$ cat config.mk
export PLATFORM = sky130hd
export DESIGN_NAME = mem_port_arbiter
export DESIGN_NICKNAME = d
export VERILOG_FILES = /design/src/rtl/mem_port_arbiter.sv
export SDC_FILE = /design/constraint.sdc
export NUM_CORES = 1
export LEC_CHECK = 0
export CORE_MARGIN = 5
export CORE_UTILIZATION = 16
export CTS_CLUSTER_SIZE = 12
export DETAILED_ROUTE_END_ITERATION = 8
export PLACE_DENSITY = 0.76
export SETUP_SLACK_MARGIN = 0.15
export SLEW_MARGIN = 40
export SYNTH_ARGS = -nofsm -noshare
export SYNTH_HDL_FRONTEND = slang
export SYNTH_SLANG_ARGS = --single-unit
$ cat constraint.sdc
create_clock -name clk -period 1.9 [get_ports clk]
set_clock_uncertainty 0.05 [all_clocks]
set_input_delay 0.285 -clock clk [delete_from_list [all_inputs] [get_ports clk]]
set_output_delay 0.285 -clock clk [all_outputs]
set_load 0.005 [all_outputs]
$ cat src/rtl/mem_port_arbiter.sv
// Time-shares one single-ported DataMem between NUM_PORTS requesters; optional MEM_ARB_MISALIGN_CHECK_EN.
// Latency: grant and command same cycle; read data MEM_LAT cycles after its grant.
// Backpressure: requests hold until gnt; no grant while a read is outstanding except in its rvalid cycle.
module mem_port_arbiter #(
  parameter int NUM_PORTS = 2,
  parameter int ADDR_W    = 9,
  parameter int DATA_W    = 32,
  parameter int MEM_LAT   = 1,
  parameter int ARB_RR    = 0
) (
  input  logic                        clk,
  input  logic                        rst,
  input  logic [NUM_PORTS-1:0]        req,
  input  logic [NUM_PORTS-1:0]        we,
  input  logic [NUM_PORTS*ADDR_W-1:0] addr,
  input  logic [NUM_PORTS*DATA_W-1:0] wdata,
  input  logic [NUM_PORTS*3-1:0]      funct3,
  output logic [NUM_PORTS-1:0]        gnt,
  output logic [NUM_PORTS-1:0]        rvalid,
  output logic [DATA_W-1:0]           rdata,
  output logic [ADDR_W-1:0]           mem_addr,
  output logic                        mem_read,
  output logic                        mem_write,
  output logic [2:0]                  mem_funct3,
  output logic [DATA_W-1:0]           mem_data_in,
`ifdef MEM_ARB_MISALIGN_CHECK_EN
  output logic [NUM_PORTS-1:0]        misalign_err,
`endif
  input  logic [DATA_W-1:0]           mem_data_out
);

  localparam int PW = $clog2(NUM_PORTS);

  typedef enum logic {IDLE, WAIT} state_t;

  state_t          state, state_nxt;
  logic [2:0]      cnt, cnt_nxt;
  logic [PW-1:0]   owner, owner_nxt;
  logic [PW-1:0]   rr_ptr, rr_ptr_nxt;
  logic [PW-1:0]   winner;
  logic            found;
  logic            resp;
  logic            issue;
  logic            bad;
  logic            w_we;
  logic [ADDR_W-1:0] w_addr;
  logic [DATA_W-1:0] w_wdata;
  logic [2:0]      w_funct3;

  always_ff @(posedge clk) begin
    if (rst) begin
      state  <= IDLE;
      cnt    <= '0;
      owner  <= '0;
      rr_ptr <= PW'(NUM_PORTS - 1);
    end else begin
      state  <= state_nxt;
      cnt    <= cnt_nxt;
      owner  <= owner_nxt;
      rr_ptr <= rr_ptr_nxt;
    end
  end

  // Winner search: round-robin starts just after the last winner, fixed scans from port 0.
  always_comb begin
    found  = 1'b0;
    winner = '0;
    if (ARB_RR != 0) begin
      for (int i = 1; i <= NUM_PORTS; i++) begin
        if (!found && req[(int'(rr_ptr) + i) % NUM_PORTS]) begin
          found  = 1'b1;
          winner = PW'((int'(rr_ptr) + i) % NUM_PORTS);
        end
      end
    end else begin
      for (int i = 0; i < NUM_PORTS; i++) begin
        if (!found && req[i]) begin
          found  = 1'b1;
          winner = PW'(i);
        end
      end
    end
  end

  assign w_we     = we[winner];
  assign w_addr   = addr[int'(winner)*ADDR_W +: ADDR_W];
  assign w_wdata  = wdata[int'(winner)*DATA_W +: DATA_W];
  assign w_funct3 = funct3[int'(winner)*3 +: 3];

  // The rvalid cycle of an outstanding read doubles as a grant slot for back-to-back reads.
  assign resp  = (state == WAIT) && (cnt == 3'd0);
  assign issue = found && ((state == IDLE) || resp);

`ifdef MEM_ARB_MISALIGN_CHECK_EN
  assign bad = ((w_funct3[1:0] == 2'b01) && w_addr[0]) ||
               ((w_funct3[1:0] == 2'b10) && (w_addr[1:0] != 2'b00));
`else
  assign bad = 1'b0;
`endif

  always_comb begin
    gnt         = '0;
    rvalid      = '0;
    rdata       = '0;
    mem_addr    = '0;
    mem_funct3  = '0;
    mem_data_in = '0;
    mem_read    = 1'b0;
    mem_write   = 1'b0;
`ifdef MEM_ARB_MISALIGN_CHECK_EN
    misalign_err = '0;
`endif
    state_nxt   = IDLE;
    cnt_nxt     = '0;
    owner_nxt   = owner;
    rr_ptr_nxt  = rr_ptr;

    if (resp) begin
      rvalid[owner] = 1'b1;
      rdata         = mem_data_out;
    end

    if (issue) begin
      gnt[winner] = 1'b1;
      mem_addr    = w_addr;
      mem_funct3  = w_funct3;
      mem_data_in = w_wdata;
      mem_write   = w_we && !bad;
      mem_read    = !w_we && !bad;
      rr_ptr_nxt  = winner;
`ifdef MEM_ARB_MISALIGN_CHECK_EN
      misalign_err[winner] = bad;
`endif
    end

    if (mem_read) begin
      state_nxt = WAIT;
      cnt_nxt   = 3'(MEM_LAT - 1);
      owner_nxt = winner;
    end else if ((state == WAIT) && (cnt != 3'd0)) begin
      state_nxt = WAIT;
      cnt_nxt   = cnt - 3'd1;
    end
  end

endmodule

==> results.md <==
- Setup violations, final: 51
- Sequential-to-total area share from yosys stat: 10.42%
- CTS root buf: clkbuf_8
- Slew HR: 83.88%
- Via density: 4.625
- Final Hold Fails: 0
- Crit share post-route: 111.6%
- Final nets: 467
- Cell area after placement: 3157 um2
- Vias in the first global route: 1824
- Startpoint types: flip-flop
- Num CTS Buffers: 3
- WL/cell: 18.40 um
- Global-route wire length before repair: 9646 um
- Core footprint: 5886 um2
- Slew @ Worst Pin: 0.2418 ns
- Syn avg cell area: 7.812 um2
- Combinational Power Share: 67.0%
- Detailed Route Iter0 Violations: 35
- Critical Path Fanout Max: 8
- Initial antenna violation count: 0
- Global Route Usage Sum: 16.25%
- Multi-input logic area: 780.7 um2
- Clk_lat worst skew: 0.22 ns
- Die ar.: 7655 um2
- Max-cap violations: 0
- Largest net degree at the start of global routing: 36
- Chip height: 87.50 um
- Top Ports: 208
- CTS tree: yes
- Max H-tree Level: 1
- Clk pwr share: 21.1%
- Failing checks: setup timing
- Net Count, Synth: 251
- Routed WL: 7599 um
- Iteration count of the initial detailed-routing pass: 4
- Port bufs: 207
- Share of layout cells above drive strength 1: 29.59%
- Worst setup EP type: output pin
- Clock Tree Buf Depth: 2
- Syn Inst Count: 123
- Placer Congestion: 0.8881
- Unique cell type count in the Yosys netlist: 21
- Post-synthesis register bit count: 5
- Final Critical Period: 2.120 ns
- Register area: 101.3 um2
- Global route total overflow: 0
- CP Class: reg -> out
- Switching Share: 25.48%
- Synth warn: 0
- Setup ws final: -0.2199 ns
- Final std cell area, no fill: 3164 um2
- Final hold slack: 0.3665 ns
- Pint: 0.0006857 W
- Syn-to-layout area delta: 229.3%
- Maximum clock rate: 471.7 MHz
- Hpwl dp: 5892 um
- Data required time of the worst path: 1.56 ns
- Rows: 28
- Fillers: 559
- Mapped Area: 960.9 um2
- RSZ-0062 raised after global routing: yes
- Most common cell after layout, fill and taps aside: clkdlybuf4s50_1
- Clock slew at reported path FFs: 0.03 ns
- Top cell by count, worst path: ha_4
- Commonest non-fill, non-tap cells in the layout: clkdlybuf4s50_1, a22o_1, clkbuf_2, and3_1, buf_2
- Arr. time, crit path: 1.78 ns
- P_leak: 1.700 nW
- Worst path cell trace: inv_2 -> ha_4 -> ha_4 -> nand2b_4 -> and2_4 -> clkbuf_16 -> a22o_1 -> buf_2
- Worst hold path class: reg -> reg
- Max Slew Vio Count: 0
- NetSw: 0.0002345 W
- Sequential Power Share: 11.9%
- PD cells: 290.8 nW/um2
- Tot Pwr: 0.0009203 W
- CP max stage delay: 0.32 ns
- Final ANT Viol Nets: 0
- Outcome: complete, but fails checks
- Via count: 1910
- Chip width: 87.50 um
- # DRC: 0
- Initial Utilization: 16.33%
- Antenna cells: 0
- CP max-delay cell: dfxtp_2
- Clock sink count: 5
- Peak VDD IR: 0.0002045 V
==> final cells by class <==
class | count | share of cell area [%]
Clock buffer | 4 | 1.423
Tap cell | 75 | 2.966
Multi-Input combinational cell | 98 | 24.67
Sequential cell | 5 | 3.203
Timing Repair Buffer | 227 | 67.26
Inverter | 4 | 0.4745
==> path summary, 6_finish.rpt <==
kind         slack [ns]  cells after the start  startpoint               to
min                0.37                      1      cnt[0]           cnt[0]
max reg2reg        0.59                      7      cnt[0]            owner
min reg2reg        0.37                      1      cnt[0]           cnt[0]
max               -0.22                      8      cnt[0]  mem_data_in[23]
==> cell usage after synthesis <==
cell,instances,area (um2)
nand2b_1,1,6.260
a22o_1,44,385.4
inv_1,4,15.01
buf_4,5,37.54
clkbuf_1,6,22.52
o21ai_0,1,5.000
nor2b_1,2,12.51
and2_4,1,8.760
a21oi_1,2,10.01
a21boi_0,1,7.510
and3_1,33,206.5
and2_1,1,6.260
nand3_1,1,5.000
nor2_1,3,11.26
nand2b_4,1,13.76
nor3_1,3,15.01
dfxtp_1,5,100.1
buf_6,5,56.30
nand2_1,1,3.750
ha_1,2,25.02
a22oi_1,1,7.510
==> sequential cells by signal (all words and copies together) (netlist names) <==
signal	flops
state	1
cnt	3
owner	1
==> critical path, delay by kind of cell, from the launching register on <==
family	cells	cell delay (ns)
and+or+nand+nor	2	0.36
buffers and inverters	3	0.35
DFF	1	0.32
adders and majority gates	2	0.31
AOI/OAI and AO/OA	1	0.21
==> per-stage QoR <==
| step | util [%] | worst slack, ns | TNS [ns] | std cells |
|---|---|---|---|---|
| final | 53.76 | -0.2199 | -8.714 | 413 |
| after global routing | 53.76 | -0.2817 | -11.94 | 413 |
| after CTS | 54.51 | -0.2851 | -16.27 | 406 |
| after detailed placement | 53.64 | -0.4972 | -21.81 | 400 |
| after global placement | 53.64 | -0.4509 | -19.34 | 400 |
| after floorplan | - | 0.1417 | 0 | 123 |
==> cell families (layout without fill, tap and decap cells) <==
kind of cell,after synthesis,in the layout,share of synthesized area (%)
fa+ha+maj,2,2,2.604
compound gates,49,49,43.23
buf+inv,20,235,13.67
flops,5,5,10.42
simple gates,47,47,30.08
==> timing repair <==
action | CTS | global route
pin swaps | 0 | 8
setup endpoints to repair | 82 | 82
cloned | 2 | 6
buffers inserted | 0 | 1
gates resized for setup | 123 | 105
hold buffers | 0 | 0
==> power by group through the flow <==
stage | clock (W) | combinational, W | sequential [W]
final | 0.000194 | 0.000616 | 0.000110
after detailed placement | 0 | 0.000646 | 0.000111
after CTS | 0.000199 | 0.000620 | 0.000110
after floorplan | 0 | 0.000164 | 0.000112
after global routing | 0.000212 | 0.000656 | 0.000110
after global placement | 0 | 0.000638 | 0.000111
==> per-layer routing <==
metal	routed length [um]	vias up	track usage, %
li1	-	915	-
met1	2443	863	15.22
met2	4044	110	30.62
met3	879	22	6.812
met4	231	0	6.695
met5	0	-	0
Power figures use the tool's default switching activity.
